`src/rtl/sorting_pkg.sv`:
```
// ---------------------------------------------------------------------------
// sorting_pkg
// Shared definitions for the in-place RAM sorter.
//   N_DEF / L_DEF / M_DEF : default word width, address width, element count
//   state_e               : sequencer states used by sorting_top
// ---------------------------------------------------------------------------
package sorting_pkg;

  localparam int N_DEF = 8;  // data word width (unsigned)
  localparam int L_DEF = 4;  // address width, RAM depth 2**L
  localparam int M_DEF = 8;  // elements sorted, addresses 0..M-1

  typedef enum logic [2:0] {
    IDLE,
    LOAD_A,
    LOAD_B,
    CMP,
    WR_J,
    NEXT,
    DONE
  } state_e;

endpackage

```
`src/rtl/sort_ram.sv`:
```
// ---------------------------------------------------------------------------
// sort_ram
// 2**L x N single-port RAM: asynchronous read, synchronous write, no reset.
// The caller multiplexes host and sequencer onto the single port.
//   clk     : clock
//   we_i    : write enable, write happens on the rising edge
//   addr_i  : shared read/write address
//   wdata_i : write data
//   rdata_o : combinational read data at addr_i
// ---------------------------------------------------------------------------
module sort_ram
  import sorting_pkg::*;
#(
  parameter int N = N_DEF,
  parameter int L = L_DEF
) (
  input  logic         clk,
  input  logic         we_i,
  input  logic [L-1:0] addr_i,
  input  logic [N-1:0] wdata_i,
  output logic [N-1:0] rdata_o
);

  logic [N-1:0] mem_q [2**L];

  always_ff @(posedge clk) begin
    if (we_i) begin
      mem_q[addr_i] <= wdata_i;
    end
  end

  assign rdata_o = mem_q[addr_i];

endmodule

```
`src/rtl/sorting_top.sv`:
```
// ---------------------------------------------------------------------------
// sorting_top
// In-place ascending exchange sort of RAM addresses 0..M-1.
// The host loads words while idle, pulses start, waits for done and reads
// the sorted words back through the same address port.
//   clk     : clock, rising edge
//   rst     : asynchronous active-low reset (RAM contents are kept)
//   Rd      : read enable; DataOut is 0 when low
//   WrInit  : host write enable, honoured only while idle
//   RAddr   : host address for reads and writes
//   DataIn  : host write data
//   start   : begin a sort, accepted only while idle
//   DataOut : mem[RAddr] when Rd=1 (contents meaningful only while idle)
//   done    : high from sort completion until the next accepted start
// ---------------------------------------------------------------------------
module sorting_top
  import sorting_pkg::*;
#(
  parameter int N = N_DEF,
  parameter int L = L_DEF,
  parameter int M = M_DEF
) (
  input  logic         clk,
  input  logic         rst,
  input  logic         Rd,
  input  logic         WrInit,
  input  logic [L-1:0] RAddr,
  input  logic [N-1:0] DataIn,
  input  logic         start,
  output logic [N-1:0] DataOut,
  output logic         done
);

  // Loop bounds: the inner index stops at M-1, the outer at M-2, so the
  // L-bit counters never wrap.
  localparam logic [L-1:0] J_LAST = L'(M - 1);
  localparam logic [L-1:0] I_LAST = L'(M - 2);

  state_e       state_q;
  logic [L-1:0] i_q;
  logic [L-1:0] j_q;
  logic [N-1:0] a_q;
  logic [N-1:0] b_q;
  logic         done_q;

  logic         ram_we;
  logic [L-1:0] ram_addr;
  logic [N-1:0] ram_wdata;
  logic [N-1:0] ram_rdata;
  logic         swap;

  // Strict unsigned less-than: equal keys are left in place.
  assign swap = (b_q < a_q);

  // Single RAM port: host owns it in IDLE, the sequencer everywhere else.
  always_comb begin
    ram_we    = 1'b0;
    ram_addr  = RAddr;
    ram_wdata = DataIn;
    unique case (state_q)
      IDLE: begin
        ram_we = WrInit;
      end
      LOAD_A: begin
        ram_addr = i_q;
      end
      LOAD_B: begin
        ram_addr = j_q;
      end
      CMP: begin
        ram_addr  = i_q;
        ram_we    = swap;
        ram_wdata = b_q;
      end
      WR_J: begin
        // b_q was swapped with a_q in CMP, so it now holds the old mem[i].
        ram_addr  = j_q;
        ram_we    = 1'b1;
        ram_wdata = b_q;
      end
      default: begin
        ram_addr = RAddr;
      end
    endcase
  end

  sort_ram #(
    .N(N),
    .L(L)
  ) u_ram (
    .clk    (clk),
    .we_i   (ram_we),
    .addr_i (ram_addr),
    .wdata_i(ram_wdata),
    .rdata_o(ram_rdata)
  );

  always_ff @(posedge clk or negedge rst) begin
    if (!rst) begin
      state_q <= IDLE;
      i_q     <= '0;
      j_q     <= '0;
      a_q     <= '0;
      b_q     <= '0;
      done_q  <= 1'b0;
    end else begin
      unique case (state_q)
        IDLE: begin
          // A coincident host write lands on this same edge, so the first
          // LOAD_A already sees it.
          if (start) begin
            state_q <= LOAD_A;
            i_q     <= '0;
            j_q     <= '0;
            done_q  <= 1'b0;
          end
        end
        LOAD_A: begin
          a_q     <= ram_rdata;
          j_q     <= i_q + 1'b1;
          state_q <= LOAD_B;
        end
        LOAD_B: begin
          b_q     <= ram_rdata;
          state_q <= CMP;
        end
        CMP: begin
          if (swap) begin
            // mem[i] <= b happens through the RAM port this cycle; keep the
            // displaced value in b_q for the WR_J write to mem[j].
            a_q     <= b_q;
            b_q     <= a_q;
            state_q <= WR_J;
          end else begin
            state_q <= NEXT;
          end
        end
        WR_J: begin
          state_q <= NEXT;
        end
        NEXT: begin
          if (j_q < J_LAST) begin
            j_q     <= j_q + 1'b1;
            state_q <= LOAD_B;
          end else if (i_q < I_LAST) begin
            i_q     <= i_q + 1'b1;
            state_q <= LOAD_A;
          end else begin
            state_q <= DONE;
          end
        end
        DONE: begin
          done_q  <= 1'b1;
          state_q <= IDLE;
        end
        default: begin
          state_q <= IDLE;
        end
      endcase
    end
  end

  assign done    = done_q;
  assign DataOut = Rd ? ram_rdata : '0;

endmodule

```
`config.mk`:
```
export PLATFORM = sky130hd
export DESIGN_NAME = sorting_top
export DESIGN_NICKNAME = d
export VERILOG_FILES = /design/src/rtl/sorting_pkg.sv /design/src/rtl/sort_ram.sv /design/src/rtl/sorting_top.sv
export SDC_FILE = /design/constraint.sdc
export NUM_CORES = 1
export LEC_CHECK = 0
export ABC_AREA = 1
export BUFFER_PORTS_ARGS = -buffer_cell sky130_fd_sc_hd__buf_2
export CAP_MARGIN = 20
export CORE_UTILIZATION = 25
export CTS_CLUSTER_SIZE = 25
export DETAILED_ROUTE_END_ITERATION = 8
export PLACE_DENSITY = 0.48
export SYNTH_ARGS = -nofsm -noshare
export SYNTH_HDL_FRONTEND = slang
export SYNTH_HIERARCHICAL = 1
export SYNTH_SLANG_ARGS = --single-unit
```
`constraint.sdc`:
```
create_clock -name clk -period 4.48 [get_ports clk]
set_input_delay 0.448 -clock clk [delete_from_list [all_inputs] [get_ports clk]]
set_output_delay 0.448 -clock clk [all_outputs]
set_load 0.005 [all_outputs]
```
* Word-level counts from Yosys, hierarchy flattened
Memories as Yosys holds them, arrays and structs flattened.
Index checks and enable logic that the tools add are counted.
** Storage, ports and cells
- Flip-flop bits (word level) :: 28
- Latch bits :: 0
- RAM bits :: 128
- ROM bits :: 0
- Bits of input ports :: 17
- Output and inout port bits :: 9
- Logic and storage cells :: 60
- Memories kept :: 1
** Operators by class
- Add/sub/neg operators :: 2
- Multiply operators :: 0
- Divide/modulo/power cells :: 0
- Order comparisons :: 3
- Equality and inequality tests :: 11
- Shift operators :: 0
- Muxes and demuxes :: 23
- Bitwise logic cells :: 0
- Reduce and logical (&&, ||, !) cells :: 14
** Memories
- u_ram.mem_q :: depth 16, bits a word 8, read ports 1, clocked after Yosys merged registers in 0, wr ports 1, line sort_ram.sv:24 : logic [N-1:0] mem_q [2**L];
** Operators by type and width (number)
- two-way mux 8 bit :: 4
- case mux 8 bit (2 select lines) :: 2
- case mux 3 bit (6 select lines) :: 1
- two-way mux 4 bit :: 4
- case mux 4 bit (2 select lines) :: 2
- case mux 4 bit (3 select lines) :: 1
- inequality test 2 bit, second input constant :: 5
- equality test 3 bit, second input constant :: 3
- two-way mux 3 bit :: 3
- adder 4 x 1 -> 4 bit, second input constant :: 2
- less-than comparator 4 x 3 -> 1 bit, second input constant :: 2
- less-than comparator 8 bit :: 1
- nonzero test 2 bit :: 4
- equality test 3 x 2 -> 1 bit, second input constant :: 2
- AND reduction 2 bit :: 3
- OR reduction 2 bit :: 3
- two-way mux 1 bit :: 4
- AND reduction 4 bit :: 1
- equality test 3 x 1 -> 1 bit, second input constant :: 1
- logical NOT 3 bit :: 1
- case mux 1 bit (3 select lines) :: 1
- AND reduction 3 bit :: 1
- nonzero test 3 bit :: 1
- case mux 1 bit (2 select lines) :: 1

* Longest topological paths before layout
Gate-level depths: netlist of the first run.
An unclocked memory read counts as a cell.
- Word-level depth :: 5
- Gate-level depth with buffers :: 21

* Hierarchy
Netlist of the first run, hierarchy kept.
** Modules (own cells, without submodules)
- sort_ram :: times used 1, cells an instance 540, area an instance 5432.7 um^2, sequential area each 3843.7 um^2
- sorting_top :: times used 1, cells an instance 269, area an instance 1910.6 um^2, sequential area each 700.7 um^2

* Least setup slack after synthesis of the first run
Ideal clock, no wire load.
- Kind :: register -> register
- Start :: register state_q[2]
- End :: memory u_ram/mem_q[3][0] in the netlist's numbering (enable)
- Setup time :: 370 ps
- Data arrival time :: 2039 ps
- Path slack :: 2071 ps
- Cell stages (with the launch flop) :: 11
- Path through :: dfrtp_1 > inv_2 > nand3_1 > nand2_1 > nor2_1 > nand2_1 > o221ai_1 > buf_2 > clkbuf_1 > nand3_1 > nor2_1
** On the way
- Elaborated cells between the ends (all ways) :: 11
** RTL lines
- start: declaration :: line sorting_top.sv:39 : state_e state_q;
- start signal: assignment :: line sorting_top.sv:100 : state_q <= IDLE;
- start signal: assignment :: line sorting_top.sv:112 : state_q <= LOAD_A;
- start signal: assignment :: line sorting_top.sv:121 : state_q <= LOAD_B;
- equality test 3 bit, or another cell as far along :: line sorting_top.sv:60 : unique case (state_q)
- OR reduction 2 bit (no line)
- case mux 4 bit (2 select lines) (*) :: line sorting_top.sv:60
- named net ram_addr[1] :: line sorting_top.sv:47 : logic [L-1:0] ram_addr;
- end: declaration :: line sort_ram.sv:24
The timed path passes the listed nets; every way through them passes the cells marked *.

* Worst setup path in the final report of the first run
- Start :: register state_q[2]
- End :: output DataOut[4]
** On the way
- Cells in the longest elaborated chain, start to end :: 5
- Elaborated cells between the ends (all ways) :: 9
** Ends and longest elaborated chain
- equality test 3 bit, or another cell as far along :: line sorting_top.sv:60
- OR reduction 2 bit (no line)
- case mux 4 bit (2 select lines) (*) :: line sorting_top.sv:60
- named net ram_addr[0] :: line sorting_top.sv:47
- memory read (16 x 8 bit) (*)
- named net ram_rdata[4] :: line sorting_top.sv:49 : logic [N-1:0] ram_rdata;
- two-way mux 8 bit (*) :: line sorting_top.sv:164 : assign DataOut = Rd ? ram_rdata : '0;
- end: declaration :: line sorting_top.sv:30 : output logic [N-1:0] DataOut,
Marked as above.

==> impl_metrics.csv, run 1 <==
group,metric,value,unit
worst_setup_path,reg2reg_depth,11,
synthesis,ys_seq_elements,156,
synthesis,yosysTopAreaCellShare,0.523,
global_route,first_global_vias,5190,
routing,via_count,5316,
routing,avgRoutedWirePerCell,15.1,um
worst_setup_path,arrival,3.47,ns
worst_setup_path,startpoint_type,"register",
timing,max_freq,255,MHz
floorplan,die-width,173,um
floorplan,die_height,173,um
timing,period_share,0.874,
clocking,cts-root-buf,"clkbuf_16",
clocking,tritoncts,"yes",
clocking,cts_setup_buffers,0,
routing,first_iter_violations,448,
floorplan,start_util,0.255,
synthesis,synth-compound-area-share,0.0409,
cells_and_area,postLayoutCellArea,8520,sq um
worst_setup_path,cp.required,4.03,ns
clocking,postCtsHoldBufs,0,
synthesis,synthXorXnorAreaFrac,0.00358,
timing,rsz0062_at_grt,"false",
global_route,antenna_found_initial,0,
synthesis,yosysSeqAreaShare,0.619,
synthesis,syn-instance-count,809,
status,status,"finished clean",
cells_and_area,antenna_cells,0,
clocking,ctsResizeCount,0,
worst_setup_path,crit_end,"DataOut[4]",
synthesis,synth_area,7340,sq um
synthesis,yosys.area_share.simple,0.264,
synthesis,synth_top_family_by_area,"simple AND/OR/NAND/NOR gates",
floorplan,core,28800,sq um
timing,setup_viol,0,
clocking,cts_num_sinks,156,
global_route,grt_pass1_wl,29800,um
synthesis,postSynthAreaPerCell,9.08,sq um
place,place_area,7960,sq um
run,drv_cap,0,
cells_and_area,final_nets,869,
clocking,cts.path.max_buffers,2,
place,place.gp.congestion,0.833,
power_and_ir_drop,vdd_drop_max,0.242,mV
synthesis,synth_top_cell_by_area,"edfxtp_1",
worst_setup_path,cp_max_fo,66,
clocking,cts_buffers,17,
routing,routed_via_density,4.29,
timing,hold_violations,0,
timing,max_slew_margin,0.237,
worst_setup_path,r2r-end,"u_ram/mem_q[14][7]$_DFFE_PP_",
timing,period_needed,3.92,ns
min_path,hold_path_class,"input port to async pin",
clocking,cts_max_level,4,
worst_setup_path,r2r_start,"state_q[2]$_DFFE_PN0P_",
power_and_ir_drop,cellPowerDensity,717,nW/um^2
routing,drt-total-wl,18700,um
worst_setup_path,startpoint,"state_q[2]$_DFFE_PN0P_",
power_and_ir_drop,p_leak,3.75,nW
place,dpl.hpwl,12200,um
routing,dr.pass1.iters,7,
global_route,grt_usage,0.131,
timing,tns,0,ns
clocking,clk_pin_slew,0.06,ns
floorplan,die_area,30100,sq um
synthesis,yosys.cell_types.count,31,
timing,drv_slew,0,
routing,drc,0,
cells_and_area,drive_gt1_frac,0.109,
synthesis,synth_warnings,6,
timing,worst_slew_pin_slew,1.14,ns
cells_and_area,syn2layout_area_growth,16.0,%
synthesis,synthAdderAreaFrac,0.0153,
routing,ant_nets,0,
global_route,grt_max_degree,67,
worst_setup_path,rrSetupSlack,0.91,ns
synthesis,synth.area.mux_share,0,
synthesis,synth.net_count,835,
worst_setup_path,crit_path_end_kind,"output pin",
floorplan,pin_count,26,
global_route,overflow,0,
worst_setup_path,crit_type,"register to output pin",
timing,fin_skew,0.0207,ns
synthesis,synthTopCellsByArea,"edfxtp_1 52%, nand2_1 22%, dfrtp_1 9.5%, inv_1 3.1%, nand3_1 1.8%",
clocking,clkLatencyLatePin,0.43,ns
floorplan,num_rows,62,
place,numPortBuffers,25,
per-layer routing:
layer	GRT usage	wire length, um	share of wire
met5	0	0	0
met4	0.0542	286	0.015
met3	0.0257	683	0.037
met1	0.177	9040	0.48
met2	0.206	8700	0.46
worst max-delay path: stages, from the launching register on:
cell and delay, ns:
dfrtp_1 0.46, inv_2 0.15, nand3_1 0.08, buf_4 0.18, nand2_1 0.09, inv_1 0.10
o221ai_4 0.78, inv_2 0.10, buf_12 0.25, nand2_1 0.09, nand2_1 0.05, nand2_1 0.06
nand2_1 0.09, nand2_1 0.08, nand2_1 0.10, inv_1 0.07, nand2_1 0.07, nand2_1 0.07
inv_1 0.03, buf_2 0.11
worst min path at each step:
stage / endpoint / slack, ns / startpoint
6_report: i_q[2]$_DFFE_PN0P_ / 0.07 / rst
5_1_grt: b_q[1]$_DFFE_PN0P_ / 0.10 / rst
4_1_cts: b_q[1]$_DFFE_PN0P_ / 0.06 / rst
3_5_place_dp: done$_DFFE_PN0P_ / 0.49 / done$_DFFE_PN0P_
3_3_place_gp: done$_DFFE_PN0P_ / 0.49 / done$_DFFE_PN0P_
2_1_floorplan: a_q[0]$_DFFE_PN0P_ / 0.15 / rst
sequential cells by signal, indices dropped and copies added (netlist names):
signal and flops:
j_q 4, state_q 3, i_q 4, u_ram/mem_q 128, done 1, b_q 8, a_q 8
final cells by class:
| type | instances | area (sq um) |
|---|---|---|
| clock buffers | 20 | 437 |
| clock inverters | 11 | 123 |
| fillers | 3075 | 20300 |
| inverters | 69 | 259 |
| multi-input cells | 556 | 2400 |
| flip-flops and latches | 156 | 4540 |
| well taps | 384 | 480 |
| repair buffers | 43 | 273 |
Yosys cell counts, drive strengths merged:
library cell,n
a21oi,6
a22oi,1
a32o,1
buf,24
clkbuf,4
clkinv,1
dfrtp,28
edfxtp,128
ha,9
inv,68
nand2,436
nand3,27
nor2,28
nor3,2
o21a,1
o21ai,33
o221ai,3
o22ai,5
o31ai,1
xor2,3
stage by stage:
stage / hold slack, ns / setup slack [ns] / total power (W) / std cells / util
final: 0.0658 / 0.565 / 0.00611 / 1239 / 0.296
after global routing: 0.102 / 0.160 / 0.00661 / 1239 / 0.296
after CTS: 0.0630 / 0.488 / 0.00619 / 1239 / 0.296
after detailed placement: 0.488 / 0.905 / 0.00479 / 1208 / 0.277
after global placement: 0.489 / 0.943 / 0.00480 / 1208 / 0.277
after floorplan: 0.152 / 2.07 / 0.00390 / 809 / -
layout by cell type, fill, tap and decap left out, drive strengths merged:
cell / Yosys / layout
nand2: 436 / 436
edfxtp: 128 / 128
inv: 68 / 68
buf: 24 / 43
o21ai: 33 / 33
dfrtp: 28 / 28
nor2: 28 / 28
nand3: 27 / 27
clkbuf: 4 / 20
ha: 9 / 9
clkinv: 1 / 7
a21oi: 6 / 6
o22ai: 5 / 5
xor2: 3 / 3
clkinvlp: 0 / 3
o221ai: 3 / 3
bufinv: 0 / 2
nor3: 2 / 2
o21a: 1 / 1
a22oi: 1 / 1
o31ai: 1 / 1
a32o: 1 / 1
kinds of logic (layout without fill, tap and decap cells):
logic type               count (synthesis)  after routing
AO/OA/AOI/OAI                           51             51
XOR/XNOR                                 3              3
adder cells (fa/ha/maj)                  9              9
buffers and inverters                   97            143
flip-flops                             156            156
AND/OR/NAND/NOR                        493            493
power by group:
part	internal, W	switching, W	total [W]
clock	0.000814	0.000560	0.00137
sequential	0.00193	0.0000894	0.00202
combinational	0.000754	0.00196	0.00272
total	0.00350	0.00261	0.00611
(Power assumes the default switching activity.)
==> run 2, diff against run 1 <==
--- a/config.mk
+++ b/config.mk
@@ -8,10 +8,13 @@
 export ABC_AREA = 1
 export BUFFER_PORTS_ARGS = -buffer_cell sky130_fd_sc_hd__buf_2
 export CAP_MARGIN = 20
+export CELL_PAD_IN_SITES_DETAIL_PLACEMENT = 0
+export CELL_PAD_IN_SITES_GLOBAL_PLACEMENT = 1
 export CORE_UTILIZATION = 25
 export CTS_CLUSTER_SIZE = 25
 export DETAILED_ROUTE_END_ITERATION = 8
-export PLACE_DENSITY = 0.48
+export MAX_ROUTING_LAYER = met4
+export PLACE_DENSITY = 0.56
 export SYNTH_ARGS = -nofsm -noshare
 export SYNTH_HDL_FRONTEND = slang
 export SYNTH_HIERARCHICAL = 1
==> run 2 against run 1 <==
Routed wire length increased by 2.2%; fmax rose by 0.45%; final cell count about the same; non-clock buffer count shrank 2; largest cell class unchanged; total power up 1.2%.
==> impl_metrics.csv, run 2 (synthesized netlist as in run 1, its figures left out) <==
group,metric,value,unit
status,status,"finished clean",
place,placed_cells,1206,
global_route,grt_usage,0.137,
worst_setup_path,cp.required,4.03,ns
power_and_ir_drop,cellPowerDensity,726,nW/um^2
timing,drv_slew,0,
floorplan,die-width,173,um
timing,fin_skew,0.00967,ns
clocking,ctsResizeCount,0,
cells_and_area,mostFrequentLayoutCell,"nand2_1",
timing,rsz0062_at_grt,"false",
cells_and_area,largest_reg_flops,128,
routing,routed_via_density,4.20,
cells_and_area,syn2layout_area_growth,16.1,%
timing,hold_violations,0,
global_route,overflow,0,
global_route,grt_max_degree,67,
global_route,first_global_vias,5163,
cells_and_area,final_cell_mix,"433 x nand2_1, 128 x edfxtp_1, 60 x inv_1, 28 x dfrtp_1, 26 x nand3_1",
routing,via_count,5195,
worst_setup_path,startpoint_type,"register",
timing,tns,0,ns
clocking,cts-root-buf,"clkbuf_16",
power_and_ir_drop,switching_share,0.441,
clocking,cts_setup_buffers,0,
power_and_ir_drop,vdd_drop_max,0.287,mV
cells_and_area,antenna_cells,0,
power_and_ir_drop,p_clk_frac,0.226,
timing,max_freq,257,MHz
timing,worst_slew_pin_slew,0.940,ns
cells_and_area,num-fill-cells,3045,
place,dpl.hpwl,12400,um
power_and_ir_drop,p_switching,0.00272,W
worst_setup_path,cp_max_fo,26,
worst_setup_path,critPathBufInv,7,
clocking,cts_num_sinks,156,
clocking,tritoncts,"yes",
clocking,postCtsHoldBufs,0,
run,drv_cap,0,
power_and_ir_drop,p_seq_frac,0.326,
timing,period_needed,3.90,ns
place,numPortBuffers,25,
clocking,clk_pin_slew,0.07,ns
cells_and_area,largest_register,"u_ram/mem_q",
place,place.gp.congestion,0.789,
timing,setup_viol,0,
min_path,hold_path_class,"input port to async pin",
floorplan,pin_count,26,
floorplan,num_rows,62,
worst_setup_path,crit_path_end_kind,"output pin",
cells_and_area,top_regs,"u_ram/mem_q x128, a_q x8, b_q x8",
worst_setup_path,crit_type,"register to output pin",
cells_and_area,final_nets,867,
floorplan,die_height,173,um
routing,ant_nets,0,
worst_setup_path,critPathTopFamily,"buffers and inverters",
floorplan,die_area,30100,sq um
worst_setup_path,critPathMaxStageDelay,0.65,ns
worst_setup_path,rrSetupSlack,1.07,ns
routing,first_iter_violations,408,
worst_setup_path,slowest_stage,"o221ai_4",
cells_and_area,fin_cells,1238,
worst_setup_path,path_cells,"inv_2, nand3_1, buf_4, nand2_1, inv_1, o221ai_4, buf_4, nand2_1, nand2_1, nand2_1, nand2_1, nand2_1, nand2_1, inv_1, nand2_1, nand2_1, inv_1, buf_2",
worst_setup_path,path_common_cell,"nand2_1",
routing,avgRoutedWirePerCell,15.4,um
global_route,grt_pass1_wl,30000,um
worst_setup_path,arrival,3.45,ns
timing,max_slew_margin,0.371,
floorplan,start_util,0.255,
clocking,clkLatencyLatePin,0.43,ns
routing,dr.pass1.iters,6,
power_and_ir_drop,p_leak,3.75,nW
timing,period_share,0.870,
power_and_ir_drop,intPower,0.00346,W
cells_and_area,drive_gt1_frac,0.112,
routing,drc,0,
floorplan,core,28800,sq um
clocking,cts_buffers,17,
routing,drt-total-wl,19100,um
power_and_ir_drop,p_comb_frac,0.448,
clocking,cts.path.max_buffers,2,
clocking,cts_max_level,4,
global_route,antenna_found_initial,0,
[run 2: layout make-up]
| type | count | area [sq um] | area share |
|---|---|---|---|
| Timing Repair Buffer | 41 | 258 | 0.0302 |
| Clock inverter | 15 | 138 | 0.0162 |
| Clock buffer | 17 | 425 | 0.0499 |
| Sequential cell | 156 | 4540 | 0.533 |
| Inverter | 69 | 259 | 0.0304 |
| Multi-Input combinational cell | 556 | 2420 | 0.284 |
| Tap cell | 384 | 480 | 0.0564 |
[run 2: stage by stage]
step	utilization	total power, W	hold slack [ns]	area, sq um	worst slack, ns
after floorplan	-	0.00390	0.152	7340	2.07
after global placement	0.276	0.00490	0.492	7950	0.962
after detailed placement	0.277	0.00488	0.496	7960	0.945
after CTS	0.296	0.00629	0.0750	8520	0.483
after global routing	0.296	0.00670	0.109	8520	0.222
final	0.296	0.00618	0.0547	8520	0.582
[run 2: metal layers]
layer,global-route usage,up-vias,wire [um]
li1,-,2660,-
met1,0.184,2463,9550
met2,0.214,62,8910
met3,0.0217,10,514
met4,0.0343,0,145
met5,-,-,0
[run 2: path summary, 6_finish.rpt]
check                                  startpoint                            to  cells past startpoint
min                                           rst            a_q[1]$_DFFE_PN0P_                      1
min reg2reg                      done$_DFFE_PN0P_              done$_DFFE_PN0P_                      1
max                        state_q[2]$_DFFE_PN0P_                    DataOut[1]                     18
max reg2reg                state_q[2]$_DFFE_PN0P_  u_ram/mem_q[10][6]$_DFFE_PP_                     10
max in group asynchronous                     rst            a_q[6]$_DFFE_PN0P_                      1
min in group clk                            start        state_q[0]$_DFFE_PN0P_                      3
[run 2: power groups by stage]
stage | Combinational (W) | Sequential [W] | Clock [W]
2_1_floorplan | 0.00187 | 0.00203 | 0
3_3_place_gp | 0.00285 | 0.00205 | 0
3_5_place_dp | 0.00283 | 0.00205 | 0
4_1_cts | 0.00284 | 0.00202 | 0.00143
5_1_grt | 0.00317 | 0.00204 | 0.00149
6_report | 0.00277 | 0.00202 | 0.00140
